**config.mk**
```make
export PLATFORM = sky130hd
export DESIGN_NAME = mux4_rr_sched
export DESIGN_NICKNAME = d
export VERILOG_FILES = /design/src/rtl/mux4_sched_pkg.sv /design/src/rtl/mux4_rr_pick.sv /design/src/rtl/mux4_rr_sched.sv
export SDC_FILE = /design/constraint.sdc
export NUM_CORES = 1
export LEC_CHECK = 0
export ABC_CLOCK_PERIOD_IN_PS = 1900
export BUFFER_PORTS_ARGS = -buffer_cell sky130_fd_sc_hd__buf_4
export CORE_MARGIN = 10
export CORE_UTILIZATION = 30
export CTS_BUF_LIST = sky130_fd_sc_hd__clkbuf_4 sky130_fd_sc_hd__clkbuf_8 sky130_fd_sc_hd__clkbuf_16
export CTS_CLUSTER_DIAMETER = 40
export CTS_CLUSTER_SIZE = 12
export DETAILED_ROUTE_END_ITERATION = 10
export MAX_ROUTING_LAYER = met4
export PLACE_DENSITY = 0.63
export SYNTH_ARGS = -nofsm -noshare
export SYNTH_HDL_FRONTEND = slang
export SYNTH_SLANG_ARGS = --single-unit
export TNS_END_PERCENT = 30
```
**constraint.sdc**
```tcl
create_clock -name clk -period 1.9 [get_ports clk]
set_input_delay 0.285 -clock clk [delete_from_list [all_inputs] [get_ports clk]]
set_output_delay 0.285 -clock clk [all_outputs]
set_load 0.02 [all_outputs]
```
**src/rtl/mux4_sched_pkg.sv**
```systemverilog
// Shared definitions for the 4-source round-robin mux scheduler.
//   NUM_REQ   : number of requesters sharing the mux
//   SEL_W     : width of a source index / mux select
//   req_vec_t : per-source request / grant vector
//   next_idx  : index of the following source, wrapping 3 -> 0
package mux4_sched_pkg;

  localparam int unsigned NUM_REQ = 4;
  localparam int unsigned SEL_W   = 2;

  typedef logic [NUM_REQ-1:0] req_vec_t;

  function automatic logic [SEL_W-1:0] next_idx(input logic [SEL_W-1:0] idx);
    // Two-bit addition wraps naturally from 3 back to 0.
    return idx + SEL_W'(1);
  endfunction

endpackage

```
**src/rtl/mux4_rr_pick.sv**
```systemverilog
// Combinational rotating priority encoder.
//   req : per-source request vector
//   ptr : index holding top priority this cycle
//   w   : first requesting index scanning ptr, ptr+1, ... (ptr when none request)
//   any : at least one source is requesting
module mux4_rr_pick
  import mux4_sched_pkg::*;
(
  input  logic [NUM_REQ-1:0] req,
  input  logic [SEL_W-1:0]   ptr,
  output logic [SEL_W-1:0]   w,
  output logic               any
);

  logic             found;
  logic [SEL_W-1:0] idx;

  always_comb begin
    w     = ptr;
    found = 1'b0;
    idx   = ptr;
    for (int k = 0; k < NUM_REQ; k++) begin
      if (!found && req[idx]) begin
        w     = idx;
        found = 1'b1;
      end
      idx = next_idx(idx);
    end
    any = found;
  end

endmodule

```
**src/rtl/mux4_rr_sched.sv**
```systemverilog
// Round-robin scheduler driving the select of a shared 4:1 datapath mux.
// Picks one requesting source per cycle, steers its data to dout and hands
// it off with a valid/ready handshake. A stalled winner is locked until
// its transfer completes.
// Optional feature: define MUX4_SCHED_BURST_EN to let a winner keep top
// priority for up to BURST_LEN consecutive transfers.
//   clk, rst_n : clock, asynchronous active-low reset
//   req, din   : per-source valid and packed data (slice i = din[i*WIDTH +: WIDTH])
//   out_ready  : downstream accepts dout
//   gnt        : one-hot acknowledge of the consumed source
//   sel, dout  : mux select and selected data
//   out_valid  : dout holds valid data
module mux4_rr_sched
  import mux4_sched_pkg::*;
#(
  parameter int unsigned WIDTH     = 4,
  parameter int unsigned BURST_LEN = 4
) (
  input  logic                     clk,
  input  logic                     rst_n,
  input  logic [NUM_REQ-1:0]       req,
  input  logic [NUM_REQ*WIDTH-1:0] din,
  input  logic                     out_ready,
  output logic [NUM_REQ-1:0]       gnt,
  output logic [SEL_W-1:0]         sel,
  output logic [WIDTH-1:0]         dout,
  output logic                     out_valid
);

  if (BURST_LEN < 1 || BURST_LEN > 15) begin : g_burst_len_check
    $error("mux4_rr_sched: BURST_LEN must be within 1..15");
  end

  logic [SEL_W-1:0] ptr_q, ptr_d;
  logic             lock_q, lock_d;
  logic [SEL_W-1:0] lock_sel_q, lock_sel_d;
  logic [SEL_W-1:0] win;
  logic             any;
  logic [SEL_W-1:0] sel_raw;
  logic             valid_raw;
  req_vec_t         req_v;

`ifdef MUX4_SCHED_BURST_EN
  logic [3:0] bcnt_q, bcnt_d;
  logic [3:0] run_cnt;
`endif

  assign req_v = req;

  mux4_rr_pick u_pick (
    .req (req_v),
    .ptr (ptr_q),
    .w   (win),
    .any (any)
  );

  // While locked, only the held source matters; everything else waits.
  always_comb begin
    sel_raw   = lock_q ? lock_sel_q : win;
    valid_raw = lock_q ? req_v[lock_sel_q] : any;
  end

  always_comb begin
    ptr_d      = ptr_q;
    lock_d     = lock_q;
    lock_sel_d = lock_sel_q;
`ifdef MUX4_SCHED_BURST_EN
    bcnt_d     = bcnt_q;
    // A nonzero count implies ptr_q still names the previous winner, so a
    // different winner starts its own run from zero.
    run_cnt    = (sel_raw == ptr_q) ? bcnt_q : 4'd0;
`endif
    if (valid_raw && !out_ready) begin
      lock_d     = 1'b1;
      lock_sel_d = sel_raw;
    end else if (valid_raw && out_ready) begin
      lock_d = 1'b0;
`ifdef MUX4_SCHED_BURST_EN
      if (run_cnt < 4'(BURST_LEN - 1)) begin
        ptr_d  = sel_raw;
        bcnt_d = run_cnt + 4'd1;
      end else begin
        ptr_d  = next_idx(sel_raw);
        bcnt_d = 4'd0;
      end
`else
      ptr_d  = next_idx(sel_raw);
`endif
    end
  end

  always_ff @(posedge clk or negedge rst_n) begin
    if (!rst_n) begin
      ptr_q      <= '0;
      lock_q     <= 1'b0;
      lock_sel_q <= '0;
`ifdef MUX4_SCHED_BURST_EN
      bcnt_q     <= 4'd0;
`endif
    end else begin
      ptr_q      <= ptr_d;
      lock_q     <= lock_d;
      lock_sel_q <= lock_sel_d;
`ifdef MUX4_SCHED_BURST_EN
      bcnt_q     <= bcnt_d;
`endif
    end
  end

  // Outputs are forced quiet for as long as reset is held.
  always_comb begin
    out_valid = rst_n & valid_raw;
    sel       = rst_n ? sel_raw : '0;
    gnt       = '0;
    if (out_valid && out_ready) begin
      gnt[sel] = 1'b1;
    end
    dout = out_valid ? din[sel*WIDTH +: WIDTH] : '0;
  end

endmodule

```
-- After elaboration in Yosys (flattened, before gate mapping)
Cells that the tools add are included.
- shift operators: 1
- bitwise operators: 2
- reduce and logical (&&, ||, !) cells: 13
- muxes and demuxes: 26
- add/subtract/negate cells: 4
- magnitude comparators: 7
- operator list (cell ; count):
    2-bit by 3-bit less-than comparator with 1-bit output (second input constant) ; 6
    16-bit by 5-bit indexed part select with 4-bit output ; 1
    1-bit 2-to-1 mux ; 13
    1-bit binary-select mux with 2-bit select ; 5
    2-bit 2-to-1 mux ; 5
    2-bit by 1-bit adder with 2-bit output (second input constant) ; 4
    4-bit 2-to-1 mux ; 2
    1-bit logical AND ; 7
    1-bit logical NOT ; 4
    1-bit demux with 2-bit select ; 1
    2-bit by 1-bit >= comparator with 1-bit output (second input constant) ; 1
    2-bit AND reduction ; 1
    2-bit nonzero test ; 1
    1-bit bitwise AND ; 1
    1-bit inverter ; 1
- output and inout bits: 11
- logic and storage cells: 56
- bits in registers: 5
- input port bits: 23

-- Logic depth before layout (Yosys ltp)
Gate-level depths: netlist of the first run.
- word-level depth: 19
- depth in mapped cells: 8
- gate-level depth less buffers: 6

-- Cells and area by module
From an unflattened synthesis of the first run, not the netlist that was laid out.
- cells, all modules: 65
- area total of the unflattened synthesis: 571.8 sq um
- by module, submodules not included (module ; sequential area each (sq um) ; cells an instance ; times used ; area each (sq um)):
    mux4_rr_sched ; 125.1 ; 48 ; 1 ; 471.7
    mux4_rr_pick ; 0.0 ; 17 ; 1 ; 100.1

-- Least setup slack after synthesis of the first run
No wires, ideal clock.
- kind: register to output
- start: register ptr_q[1]
- end: output gnt[2]
- buffers on the path: 1
- stages on the path, launching flop included: 8
- slack: -347 ps
- data required time: 1615 ps
- arrival time: 1962 ps
- cells stage by stage: dfrtp_1 -> buf_6 -> nor3b_1 -> o21ai_1 -> a311oi_1 -> nor2_1 -> nand2_1 -> nor3_1
- elaborated cells between the ends (all ways): 35
- RTL lines (element ; RTL line ; RTL):
    start, declared ; mux4_rr_sched.sv:34 ; logic [SEL_W-1:0] ptr_q, ptr_d;
    start signal, assigned ; mux4_rr_sched.sv:101 ; ptr_q <= ptr_d;
    parallel branches: the longest is 11 deep, another holds 2-bit by 1-bit adder with 2-bit output ; n/a ;
    1-bit 2-to-1 mux * ; mux4_rr_pick.sv:23 ; if (!found && req[idx]) begin
    1-bit 2-to-1 mux * ; mux4_rr_sched.sv:60 ; valid_raw = lock_q ? req_v[lock_sel_q] : any;
    1-bit bitwise AND * ; mux4_rr_sched.sv:112 ; out_valid = rst_n & valid_raw;
    named net out_valid ; mux4_rr_sched.sv:27 ; output logic out_valid
    1-bit logical AND * ; mux4_rr_sched.sv:115 ; if (out_valid && out_ready) begin
    4-bit 2-to-1 mux * ; mux4_rr_sched.sv:115 ;
    end, declared ; mux4_rr_sched.sv:24 ; output logic [NUM_REQ-1:0] gnt,
Mark *: on every way through the listed nets, which the timed path passes. The select of a mux whose other input is x is not followed.

-- Worst setup path after layout of the first run
- start: register ptr_q[1]
- end: output dout[3]
- longest elaborated chain between the ends: 16
- elaborated cells between the ends (all ways): 30
- RTL lines (element ; RTL line ; RTL):
    parallel branches: the longest is 15 deep, another holds 2-bit by 1-bit adder with 2-bit output ; n/a ;
    4-bit 2-to-1 mux * ; mux4_rr_sched.sv:118 ; dout = out_valid ? din[sel*WIDTH +: WIDTH] : '0;
    end, declared ; mux4_rr_sched.sv:26 ; output logic [WIDTH-1:0] dout,
Every way passes the cells marked *. The select of a mux whose other input is x is not followed.

==> results.json, run 1 <==
{
  "synth_seq_cells": 5,
  "synth_top_area_frac": 0.166,
  "die_h_um": 70.1,
  "final_area_mm2": 0.00136,
  "initial_utilization": 0.310,
  "ios": 34,
  "place.port_buffers": 33,
  "die_w_um": 70.1,
  "ir_worst_vdd_v": 0.000824,
  "h-tree-depth": 1,
  "antenna_found_initial": 0,
  "min_from": "out_ready",
  "ys_types": 35,
  "yosys_warnings": 0,
  "synthFlopType": "dfrtp_1",
  "run_status": "complete, but fails checks",
  "cts_tree": "done",
  "design.core.area_mm2": 0.00243,
  "n_antenna_cell": 0,
  "slew_headroom": 0.810,
  "dpl.hpwl_um": 2190,
  "yosysMostFrequentCell": "nand2_1",
  "wl_per_cell_um": 16.0,
  "cts_inserted_buffers": 3,
  "grt_first_pass_wirelength_um": 4560,
  "post-route-period-util": 1.31,
  "critPathRequiredTime_ns": 1.62,
  "dpl_cell_area_mm2": 0.00120,
  "synth_area_um2": 753,
  "worst_pin_slew_ns": 0.284,
  "reg2reg_depth": 8,
  "viasPerCell": 5.15,
  "syn_nets": 115,
  "final.setup.worst_slack_ns": -0.594,
  "crit_path_start_kind": "flip-flop",
  "die-area_mm2": 0.00491,
  "max_freq_mhz": 401,
  "synthTopCellsByArea": "dfrtp_1 17%, mux2i_1 6.6%, mux2_1 6.0%",
  "synth-edff-count": 0,
  "setup_viol": 15,
  "clockBufferDepth": 2,
  "min_period_ns": 2.49,
  "violations": "negative setup slack",
  "grt_pass1_vias": 971,
  "cp_max_fo": 6,
  "postLayoutCoreUtil": 0.559,
  "worstHoldPathType": "primary input to flip-flop",
  "drv_cap": 0,
  "layout-drive-gt1-share": 0.617,
  "syn-instance-count": 92,
  "cts_root_buf": "clkbuf_4",
  "tns_ns": -5.60,
  "drt_iter0_drc": 48,
  "first_pass_iters": 4,
  "crit_arrival_ns": 2.21,
  "worstSetupEndpointType": "output pin",
  "clock_latency_ns": 0.25,
  "slew_viol_final": 0,
  "critPathKind": "flip-flop to output pin",
  "power_density_mw_per_mm2": 1300,
  "finalHoldViolCount": 0,
  "async_flop_share": 1.00,
  "drt-total-wl_um": 2860,
  "synth.avg_cell_area_um2": 8.19,
  "ant_nets": 0,
  "grt_max_degree": 14,
  "hold_path_depth": 2,
  "rsz0062_at_grt": "yes",
  "yosysTopAreaCell": "dfrtp_1",
  "path_clk_slew_ns": 0.05,
  "drt_drc_violations_left": 0,
  "cp-startpoint": "ptr_q[1]",
  "cts.sink_count": 5,
  "nNetsFinal": 173,
  "r2r_start": "ptr_q[1]",
  "yosysSeqAreaShare": 0.166,
  "skew_ns": 0.00317,
  "worst_hold_slack_ns": 0.278,
  "vias": 922,
  "track_usage": 0.115,
  "overflow": 0,
  "area_growth_pct": 80.6,
  "power.leakage_uw": 0.000643,
  "place_congestion": 0.815,
  "rows": 18
}
==> flip-flops by register name, summed over array words and instances, names as in the netlist <==
signal	count
ptr_q	2
lock_sel_q	2
lock_q	1
==> through the flow <==
step | setup slack, ns | total power, uW | instances
floorplan | -0.138 | 981 | 92
global placement | -0.298 | 1400 | 172
detailed placement | -0.368 | 1430 | 172
CTS | -0.585 | 1670 | 178
global route | -0.665 | 1900 | 179
finish | -0.594 | 1770 | 179
==> kinds of logic after synthesis <==
family,count (synthesis),synth area share
simple gates,38,0.272
compound gates,23,0.246
mux,13,0.211
buf+inv,12,0.0930
flops,5,0.166
xor+xnor,1,0.0116
==> worst max-delay path, cell delays in order, from the launching register on <==
cell and delay (ns):
dfrtp_1 0.41, mux2i_2 0.28, o221ai_2 0.16, o21ai_4 0.30, mux2_4 0.33, and3_4 0.17, o21a_1 0.17, buf_6 0.13
==> layout make-up <==
cell class                      instances  area [um2]
Multi-Input combinational cell         75         667
Inverter                                5        18.8
Fill cell                             220        1070
Timing Repair Buffer                   60         480
Clock buffer                            4        30.0
Sequential cell                         5         126
Tap cell                               30        37.5
==> cells in the final DEF (no fill, tap or decap), types with 2 or more instances in the layout <==
cell	count
buf_4	54
nand2_1	8
mux2_4	6
inv_1	5
o21a_1	5
nor2_1	4
mux2i_1	4
o211ai_1	4
nand3_1	4
a21oi_1	4
clkbuf_4	4
dfrtp_1	4
buf_6	4
nand2b_1	3
and3_4	3
nor2b_2	2
nor3_4	2
o21ai_0	2
nor3_2	2
==> final timing paths <==
check / end / slack (ns)
setup / recovery: dout[3] / -0.59
hold / removal: lock_q / 0.28
setup reg to reg: ptr_q[1] / -0.11
hold reg to reg: lock_sel_q[1] / 0.57
max in group asynchronous: ptr_q[0] / 1.16
min in group asynchronous: lock_q / 0.53
==> layer usage <==
layer / vias up / global-route usage / part of all wire
met3: 4 / 0.0169 / 0.022
met5: - / - / 0
met4: 0 / 0.0570 / 0.015
li1: 449 / - / -
met2: 18 / 0.202 / 0.57
met1: 451 / 0.121 / 0.39
==> repair_timing <==
action	4_1_cts	5_1_grt
gates cloned	0	0
pin swaps	1	2
endpoints found under the setup margin	15	15
endpoints found under the hold margin	5	0
hold buffers	1	0
resized for setup	11	13
setup buffers	1	1
==> power by group <==
group	leakage [uW]	switching [uW]	internal [uW]
clock network	0.0000184	53.4	94.3
logic	0.000568	644	759
registers	0.0000560	60.9	161
total	0.000643	759	1010
No activity file was read; power rests on OpenSTA's default activity.
==> inputs of run 2 (changes only) <==
- ABC_CLOCK_PERIOD_IN_PS: 1900 -> 2900
- CAP_MARGIN: not set -> 25
- PLACE_DENSITY: 0.63 -> 0.61
- clock period: 1.9 -> 2.9 ns (I/O delays scaled with it)
==> run 2 against run 1 <==
Compared with the run above: sequential power is 24% lower; die area stayed put; worst setup slack better by 0.76 ns; routed wire length is 18% lower; the flow now finishes without violations; clock power is 43% lower; flip-flop and latch count stayed put.
==> results.json, run 2 (same netlist as run 1, synthesis figures left out) <==
{
  "die_h_um": 70.1,
  "cts_resized": 0,
  "grt_first_pass_wirelength_um": 3680,
  "power.leakage_uw": 0.000481,
  "tns_ns": 0,
  "post-route-period-util": 0.942,
  "dp_slack_ns": 0.290,
  "path_clk_slew_ns": 0.04,
  "die_w_um": 70.1,
  "layout-drive-gt1-share": 0.398,
  "dpl_cell_area_um2": 995,
  "wl_per_cell_um": 15.4,
  "place_congestion": 0.771,
  "largestRegisters": "lock_sel_q: 2 flops, ptr_q: 2 flops, lock_q: 1 flops",
  "finalHoldViolCount": 0,
  "dp_cells": 149,
  "cts.sink_count": 5,
  "setup_viol": 0,
  "clock_latency_ns": 0.23,
  "cp-startpoint": "ptr_q[1]",
  "p_comb_frac": 0.706,
  "dpl.hpwl_um": 1960,
  "ios": 34,
  "max_freq_mhz": 366,
  "critPathRequiredTime_ns": 2.47,
  "drv_cap": 0,
  "pwr-share-clk": 0.098,
  "area_growth_pct": 37.9,
  "ant_nets": 0,
  "final.setup.worst_slack_ns": 0.167,
  "die-area_mm2": 0.00491,
  "p_switching_uw": 401,
  "slew_viol_final": 0,
  "rsz0062_at_grt": "no",
  "cts_root_buf": "clkbuf_4",
  "place.port_buffers": 33,
  "run_status": "finished clean",
  "final_area_mm2": 0.00104,
  "cp_max_fo": 11,
  "rows": 18,
  "final_cell_mix": "34 x buf_4, 9 x nand2_1, 5 x inv_1, 5 x nor2_1, 5 x o21a_1",
  "antenna_found_initial": 0,
  "fin_cells": 153,
  "grt_max_degree": 18,
  "postLayoutCoreUtil": 0.427,
  "cts_hold_buffers": 0,
  "switching_share": 0.464,
  "slew_headroom": 0.687,
  "first_pass_iters": 4,
  "r2r_start": "ptr_q[0]",
  "p_int_uw": 463,
  "power_density_mw_per_mm2": 832,
  "drt-total-wl_um": 2360,
  "drt_drc_violations_left": 0,
  "post-cts-setup-buffer-count": 0,
  "min_period_ns": 2.73,
  "worstSetupEndpointType": "output pin",
  "critPathKind": "flip-flop to output pin",
  "seqPwrFrac": 0.196,
  "overflow": 0,
  "design.core.area_mm2": 0.00243,
  "initial_utilization": 0.310,
  "crit_arrival_ns": 2.30,
  "grt_pass1_vias": 771,
  "nNetsFinal": 147,
  "layout_commonest_cell": "buf_4",
  "vias": 777,
  "viasPerCell": 5.08,
  "cts_inserted_buffers": 3,
  "track_usage": 0.0902,
  "ir_worst_vdd_v": 0.000295,
  "cts_tree": "done",
  "clockBufferDepth": 2,
  "worstHoldPathType": "primary input to async pin",
  "drt_iter0_drc": 54,
  "h-tree-depth": 1,
  "skew_ns": 0.000715,
  "n_antenna_cell": 0,
  "worst_pin_slew_ns": 0.468,
  "crit_path_start_kind": "flip-flop"
}
## run 2: worst paths after layout
check | endpoint | slack [ns] | depth (start not counted)
min | ptr_q[0] | 0.04 | 1
max in group asynchronous | ptr_q[1] | 2.69 | 1
min reg2reg | lock_sel_q[1] | 0.57 | 1
max | dout[0] | 0.17 | 7
max reg2reg | ptr_q[1] | 0.82 | 6
min in group clk | lock_q | 0.44 | 2
## run 2: per-layer routing
metal | wire [um] | GRT usage | up-vias
met4 | 0 | 0.0197 | 0
li1 | - | - | 401
met5 | 0 | - | -
met3 | 55 | 0.0127 | 0
met1 | 1020 | 0.100 | 366
met2 | 1280 | 0.165 | 10
## run 2: per-stage QoR
stage	hold slack [ns]	power, uW
finish	0.0368	864
CTS	0.0313	854
floorplan	0.139	625
global route	0.0197	938
global placement	0.284	751
detailed placement	0.283	763
## run 2: worst max-delay path: stages, from the launching register on
cell      delay [ns]
dfrtp_2         0.47
mux2i_2         0.28
o221ai_2        0.20
o21ai_4         0.27
mux2_1          0.34
and3_1          0.18
o21a_1          0.17
buf_4           0.15
## run 2: area by class of cell
class,instances,area (um2)
flip-flops and latches,5,126
repair buffers,34,255
inverters,5,18.8
clock buffers,4,30.0
well taps,30,37.5
fillers,265,1390
multi-input cells,75,571
## run 2: power groups by stage
stage | clock (uW) | combinational, uW | sequential (uW)
2_1_floorplan | 0 | 498 | 127
3_3_place_gp | 0 | 586 | 165
3_5_place_dp | 0 | 595 | 168
4_1_cts | 88.4 | 599 | 166
5_1_grt | 95.9 | 664 | 179
6_report | 85.0 | 610 | 169
